===== src/rtl/pipelined_cla_adder.sv =====
// pipelined_cla_adder
//   Registered WIDTH-bit adder built from a two-level carry-lookahead tree:
//   GROUP-bit blocks produce group propagate/generate, a top-level unit
//   derives each group's carry-in from cin, and sum bits are p ^ carry.
//   The result is captured in an output register (1-cycle latency).
//
// Ports
//   clk        rising-edge clock
//   rst_n      asynchronous active-low reset (clears Sum, cout, out_valid)
//   in_valid   operands valid; result register loads when high
//   A, B       operands, [0:WIDTH-1], index 0 = MSB
//   cin        carry into the LSB (index WIDTH-1)
//   Sum        registered sum, [0:WIDTH-1], index 0 = MSB
//   cout       registered carry out of the MSB
//   out_valid  Sum/cout hold a result from an in_valid cycle
module pipelined_cla_adder #(
  parameter int WIDTH = 32,
  parameter int GROUP = 4
) (
  input  logic             clk,
  input  logic             rst_n,
  input  logic             in_valid,
  input  logic [0:WIDTH-1] A,
  input  logic [0:WIDTH-1] B,
  input  logic             cin,
  output logic [0:WIDTH-1] Sum,
  output logic             cout,
  output logic             out_valid
);

  localparam int NG = WIDTH / GROUP;

  // Little-endian internal copies: vector assignment is positional, so
  // a_le[WIDTH-1] is A[0] (the MSB) and a_le[0] is the LSB.
  logic [WIDTH-1:0] a_le;
  logic [WIDTH-1:0] b_le;
  logic [WIDTH-1:0] p;
  logic [WIDTH-1:0] g;
  logic [WIDTH-1:0] c;      // carry into each bit
  logic [WIDTH-1:0] s;
  logic [NG-1:0]    gp;
  logic [NG-1:0]    gg;
  logic [NG:0]      gc;     // carry into each group; gc[NG] is cout

  logic [WIDTH-1:0] sum_d, sum_q;
  logic             cout_d, cout_q;
  logic             out_valid_d, out_valid_q;

  assign a_le = A;
  assign b_le = B;

  always_comb begin
    p = a_le ^ b_le;
    g = a_le & b_le;
  end

  // Group propagate/generate, scanned from the group's LSB upward.
  always_comb begin
    gp = '1;
    gg = '0;
    for (int unsigned k = 0; k < NG; k++) begin
      for (int unsigned i = 0; i < GROUP; i++) begin
        gg[k] = g[k*GROUP+i] | (p[k*GROUP+i] & gg[k]);
        gp[k] = gp[k] & p[k*GROUP+i];
      end
    end
  end

  // Top-level lookahead: each group carry is the flattened sum of products
  // G[j] & P[j+1..k] plus cin & P[0..k], so no group waits on its neighbour.
  always_comb begin
    logic prod;
    logic chain;
    gc    = '0;
    gc[0] = cin;
    for (int unsigned k = 0; k < NG; k++) begin
      chain = cin;
      for (int unsigned m = 0; m <= k; m++) chain = chain & gp[m];
      for (int unsigned j = 0; j <= k; j++) begin
        prod = gg[j];
        for (int unsigned m = j + 1; m <= k; m++) prod = prod & gp[m];
        chain = chain | prod;
      end
      gc[k+1] = chain;
    end
  end

  // In-group lookahead from the group carry, same flattened form per bit.
  always_comb begin
    logic prod;
    logic chain;
    c = '0;
    for (int unsigned k = 0; k < NG; k++) begin
      for (int unsigned i = 0; i < GROUP; i++) begin
        chain = gc[k];
        for (int unsigned m = 0; m < i; m++) chain = chain & p[k*GROUP+m];
        for (int unsigned j = 0; j < i; j++) begin
          prod = g[k*GROUP+j];
          for (int unsigned m = j + 1; m < i; m++) prod = prod & p[k*GROUP+m];
          chain = chain | prod;
        end
        c[k*GROUP+i] = chain;
      end
    end
    s = p ^ c;
  end

  always_comb begin
    sum_d       = sum_q;
    cout_d      = cout_q;
    out_valid_d = in_valid;
    if (in_valid) begin
      sum_d  = s;
      cout_d = gc[NG];
    end
  end

  always_ff @(posedge clk or negedge rst_n) begin
    if (!rst_n) begin
      sum_q       <= '0;
      cout_q      <= 1'b0;
      out_valid_q <= 1'b0;
    end else begin
      sum_q       <= sum_d;
      cout_q      <= cout_d;
      out_valid_q <= out_valid_d;
    end
  end

  assign Sum       = sum_q;
  assign cout      = cout_q;
  assign out_valid = out_valid_q;

endmodule


===== config.mk =====
export PLATFORM = sky130hd
export DESIGN_NAME = pipelined_cla_adder
export DESIGN_NICKNAME = d
export VERILOG_FILES = /design/src/rtl/pipelined_cla_adder.sv
export SDC_FILE = /design/constraint.sdc
export NUM_CORES = 1
export LEC_CHECK = 0
export CORE_ASPECT_RATIO = 0.9
export CORE_MARGIN = 2
export CORE_UTILIZATION = 49
export CTS_BUF_LIST = sky130_fd_sc_hd__clkbuf_8
export CTS_CLUSTER_SIZE = 8
export DETAILED_ROUTE_END_ITERATION = 8
export HOLD_SLACK_MARGIN = 0.12
export PLACE_DENSITY = 0.89
export SLEW_MARGIN = 20
export SYNTH_ARGS = -nofsm -noshare
export SYNTH_HDL_FRONTEND = slang
export SYNTH_SLANG_ARGS = --single-unit

===== constraint.sdc =====
create_clock -name clk -period 1.35 [get_ports clk]
set_clock_uncertainty 0.15 [all_clocks]
set_input_delay 0.27 -clock clk [delete_from_list [all_inputs] [get_ports clk]]
set_output_delay 0.27 -clock clk [all_outputs]
set_load 0.02 [all_outputs]

==> results of run 1 <==
synth_stat cells (all sizes together):
master and number:
o21ai 14, a2bb2oi 1, xor2 8, o21a 1, ha 40, fa 8, nand3 2, and4 1
mux2i 1, nor2b 2, buf 3, a32oi 1, nand4 5, a31oi 1, clkbuf 2, nand2 9
o21bai 1, nor3b 1, nand2b 9, o211ai 2, inv 8, a221oi 2, mux2 24, xnor2 15
nor3 2, or3 1, a21o 6, nor2 12, a21oi 26, dfrtp 34
metal layers:
metal | track usage [%] | overflow
met1 | 56.0 | 0
met3 | 27.9 | 0
met5 | 3.64 | 0
met4 | 58.0 | 1
met2 | 83.6 | 0
per-stage QoR:
stage | hold WS, ps | instance area [um^2] | std cells | util, % | TNS [ps]
detailed placement | 95.3 | 4550 | 470 | 87.7 | -49740
global placement | 98.0 | 4550 | 470 | 87.7 | -46320
floorplan | -176 | 2960 | 242 | - | -23800
CTS | 209 | 5040 | 503 | 97.2 | -27250
logic make-up after synthesis:
family                     share of synthesized area (%)
AOI/OAI and AO/OA                                   13.0
xor gates and xnor gates                            7.71
adders and majority gates                           25.3
buffers and inverters                               1.87
DFF                                                 32.6
muxes                                               10.7
and+or+nand+nor                                     8.82
repair_timing:
action	CTS
hold buffers	1
endpoints found under the setup margin	67
hold endpoints to repair	34
resized for setup	358
pin swaps	78
setup buffers	26
==> metrics, run 1 <==
mapped cell area 0.00261 mm^2; top-area cell type share of the netlist area 32.6%; failing step global routing; status aborted with a tool error; syn_area_per_cell 10.8 um^2; vias in the first global route 4069; largest net degree at the start of global routing 35; Die Y 73.3 um; root buf cell clkbuf_8; Yosys cell types 33; IO Pins 102; GR Overflow Total 1; PortBufs 101; DIE WIDTH 81.0 um; Cells after Synth 242; Rows 25; post-detail-place hpwl 6540 um; cts bufs inserted 5; Yosys reg bits 34; syn nets 358; Longest Clk Path Bufs 2; warnings from Yosys 0; Err [ERROR GRT-0116] Global routing finished with congestion. Check the congestion regions in the DRC Viewer.; GRT Overall Usage 56.6%; dpl ws -1980 ps; Initial Util 50.3%; synth top area cells dfrtp_1 (33%), ha_1 (19%), mux2_2 (10%); H-tree levels 2; gpl congestion 0.851; Seq/Total Area, Yosys 32.6%; first-pass GRT wire length 23800 um; clock tree sinks 34; post-synth top area cell dfrtp_1
==> run 2: changes to the inputs <==
==> config.mk (replaced) <==
export PLATFORM = sky130hd
export DESIGN_NAME = pipelined_cla_adder
export DESIGN_NICKNAME = d
export VERILOG_FILES = /design/src/rtl/pipelined_cla_adder.sv
export SDC_FILE = /design/constraint.sdc
export NUM_CORES = 1
export LEC_CHECK = 0
export CORE_MARGIN = 2
export CORE_UTILIZATION = 40
export DETAILED_ROUTE_END_ITERATION = 8
export PLACE_DENSITY_LB_ADDON = 0.15
export SLEW_MARGIN = 20
export SYNTH_ARGS = -nofsm -noshare
export SYNTH_HDL_FRONTEND = slang
export SYNTH_SLANG_ARGS = --single-unit
==> run 2 against run 1 <==
Effect of this change: the flow now finishes, with violations (negative setup slack); synthesized cell count did not move; synthesized area did not move.
==> metrics, run 2 <==
syn_area_per_cell 10.8 um^2 (unchanged); vias per inst 5.05; Post-synth EDFFs 0 (unchanged); Longest Clk Path Bufs 2 (unchanged); maximum vdd drop 0.000686 V; Routed WL 7670 um; PD cells 953 mW/mm^2; GR Overflow Total 0; largest net degree at the start of global routing 35; GRT Overall Usage 21.5%; H-tree levels 2 (unchanged); Fmax achieved 0.397 GHz; Sw Share 36.1%; CP Class in2reg; Hold Crit Class in2reg; Max Slew Vio Count 0; Hold Vio Cnt, Final 0; met3 wire length 375 um; TNS Setup -25270 ps; clock tree sinks 34 (unchanged); Buf/Inv on CP 2; most frequent cell after synthesis ha_1 (unchanged); commonest cells after routing, fill and taps aside buf_4 (66), buf_2 (59), dfrtp_1 (34); leakage 2.22 nW; die area 0.00719 mm^2; RSZ-0062 raised after global routing yes; maxcap violations 0; PortBufs 101 (unchanged); Comb power frac 52.0%; CP peak stage delay 420 ps; core area 0.00631 mm^2; Via Count 2523; post-layout min period 2520 ps; Die Y 84.8 um (was 73.3 um); CP Capture Type flip-flop; most common cell after layout, fill and taps aside buf_4; vias in the first global route 2708; Clk pwr share 17.6%; Reg clk slew, reported paths 70 ps; layout filler cell count 434; top_reg_cell synth dfrtp_1 (unchanged); first-pass GRT wire length 12400 um; violated checks negative setup slack; Yosys cell types 33 (unchanged); maximum fanout along the worst path 3; Power Internal 2.94 mW; P_sw 1.66 mW; WL met2 4110 um; status finished with violations (was aborted with a tool error); max layer used met4; CP required 1380 ps; top-area cell type share of the netlist area 32.6% (unchanged); post-synth top area cell dfrtp_1 (unchanged); gpl congestion 0.860 (was 0.851); Crit path max-delay family compound AO/OA/AOI/OAI gates; final worst-path cycle share 187%; syn nets 358 (unchanged); Rows 29 (was 25); Synth top cells by count ha_1 (40), dfrtp_1 (34), a21oi_1 (26) (unchanged); Util after Layout 76.5%; DRC Markers 0; clk_lat worst skew 290 ps; antenna violations before repair 0; Cells after Synth 242 (unchanged); synth top area cells dfrtp_1 (33%), ha_1 (19%), mux2_2 (10%) (unchanged); max reg flops 32; worst relative slew slack 69.4%; dpl ws -1870 ps (was -1980 ps); CTS tree yes; Seq pwr share 30.4%; Worst path slowest cell fa_2; Worst setup SP type input port; Initial Util 41.4% (was 50.3%); Post-layout nets 538; IO Pins 102 (unchanged); Final Instance Count excl. Fillers 500; cts bufs inserted 5 (unchanged); met1 WL 3100 um; Seq/Total Area, Yosys 32.6% (unchanged); Critical Path, Cell by Cell buf_6 -> ha_4 -> a21oi_4 -> o211ai_1 -> nand3_1 -> a21oi_1 -> nor2_1 -> o21bai_1 -> buf_4 -> fa_2 -> mux2_4; root buf cell clkbuf_8 (unchanged); layout cells sized above 1 65.0%; DIE WIDTH 84.8 um (was 81.0 um); Worst Tran Pin Value 457 ps; warnings from Yosys 0 (unchanged); Data arrival, critical path 2550 ps; post-detail-place hpwl 5350 um (was 6540 um); Final setup viols 31; mapped cell area 0.00261 mm^2 (unchanged); wire per inst 15.3 um; asr flop ratio synth 100% (unchanged); Syn-to-layout area delta 85.1%; Placed Cells 476 (was 470); worst hold margin 198 ps; PnR worst setup slack -1170 ps; Iter 0 DRT Violations 49; Yosys reg bits 34 (unchanged); n_diodes 0; DRT Pass-1 Iters 4; antenna-violating nets left 0
==> run 2: cell counts after synthesis <==
No cell type changed its count.
==> run 2: final timing paths <==
check / from / end / slack [ps] / cells past startpoint
worst max register to register: Sum[0] / Sum[0] / 330 / 2
min in group asynchronous: rst_n / Sum[23] / 310 / 3
worst min-delay path: in_valid / out_valid / 200 / 2
worst min register to register: Sum[5] / Sum[5] / 360 / 1
max in group asynchronous: rst_n / Sum[30] / 560 / 3
worst max-delay path: B[31] / Sum[11] / -1170 / 11
==> run 2: logic make-up (layout without fill, tap and decap cells) <==
family / Yosys count / count (layout) / share of synthesized area (%)
fa+ha+maj: 48 / 48 / 25.3
flops: 34 / 34 / 32.6
simple gates: 44 / 44 / 8.82
mux: 25 / 25 / 10.7
xor+xnor: 23 / 23 / 7.71
buf+inv: 13 / 194 / 1.87
compound gates: 55 / 55 / 13.0
==> run 2: layer usage <==
metal  track usage (%)  vias to the layer above
met3              4.03                        8
met5                 0                        -
met1              26.4                     1219
met4              5.19                        0
li1                  -                     1225
met2              39.1                       71
==> run 2: through the flow <==
| stage | total power [mW] | instance area, um^2 |
|---|---|---|
| 6_report | 4.61 | 4830 |
| 5_1_grt | 4.87 | 4830 |
| 4_1_cts | 4.61 | 4890 |
| 3_5_place_dp | 3.71 | 4530 |
| 3_3_place_gp | 3.66 | 4530 |
| 2_1_floorplan | 2.53 | 2960 |
==> run 2: worst reg2reg max path: stages (launching register included) <==
cell and delay (ps):
dfrtp_1 380, buf_4 130, mux2_4 250
==> run 2: area by class of cell <==
class | instances | area [um^2] | area share, %
flip-flops and latches | 34 | 851 | 17.6
repair buffers | 178 | 1370 | 28.4
well taps | 77 | 96.3 | 1.99
clock buffers | 7 | 86.3 | 1.79
clock inverters | 1 | 5.00 | 0.104
inverters | 8 | 30.0 | 0.621
multi-input cells | 195 | 2390 | 49.5
==> run 2: power groups by stage <==
stage | Sequential (mW) | Clock, mW | Combinational (mW)
2_1_floorplan | 1.70 | 0 | 0.827
3_3_place_gp | 1.41 | 0 | 2.24
3_5_place_dp | 1.41 | 0 | 2.30
4_1_cts | 1.40 | 0.802 | 2.41
5_1_grt | 1.42 | 0.866 | 2.58
6_report | 1.40 | 0.811 | 2.39
==> run 2: what timing repair did <==
item	in CTS	in global routing
pin swaps	76	40
hold endpoints to repair	34	0
setup buffers	14	5
endpoints found under the setup margin	67	51
hold buffers	1	0
gates resized for setup	387	40
No activity file was read; power rests on OpenSTA's default activity.
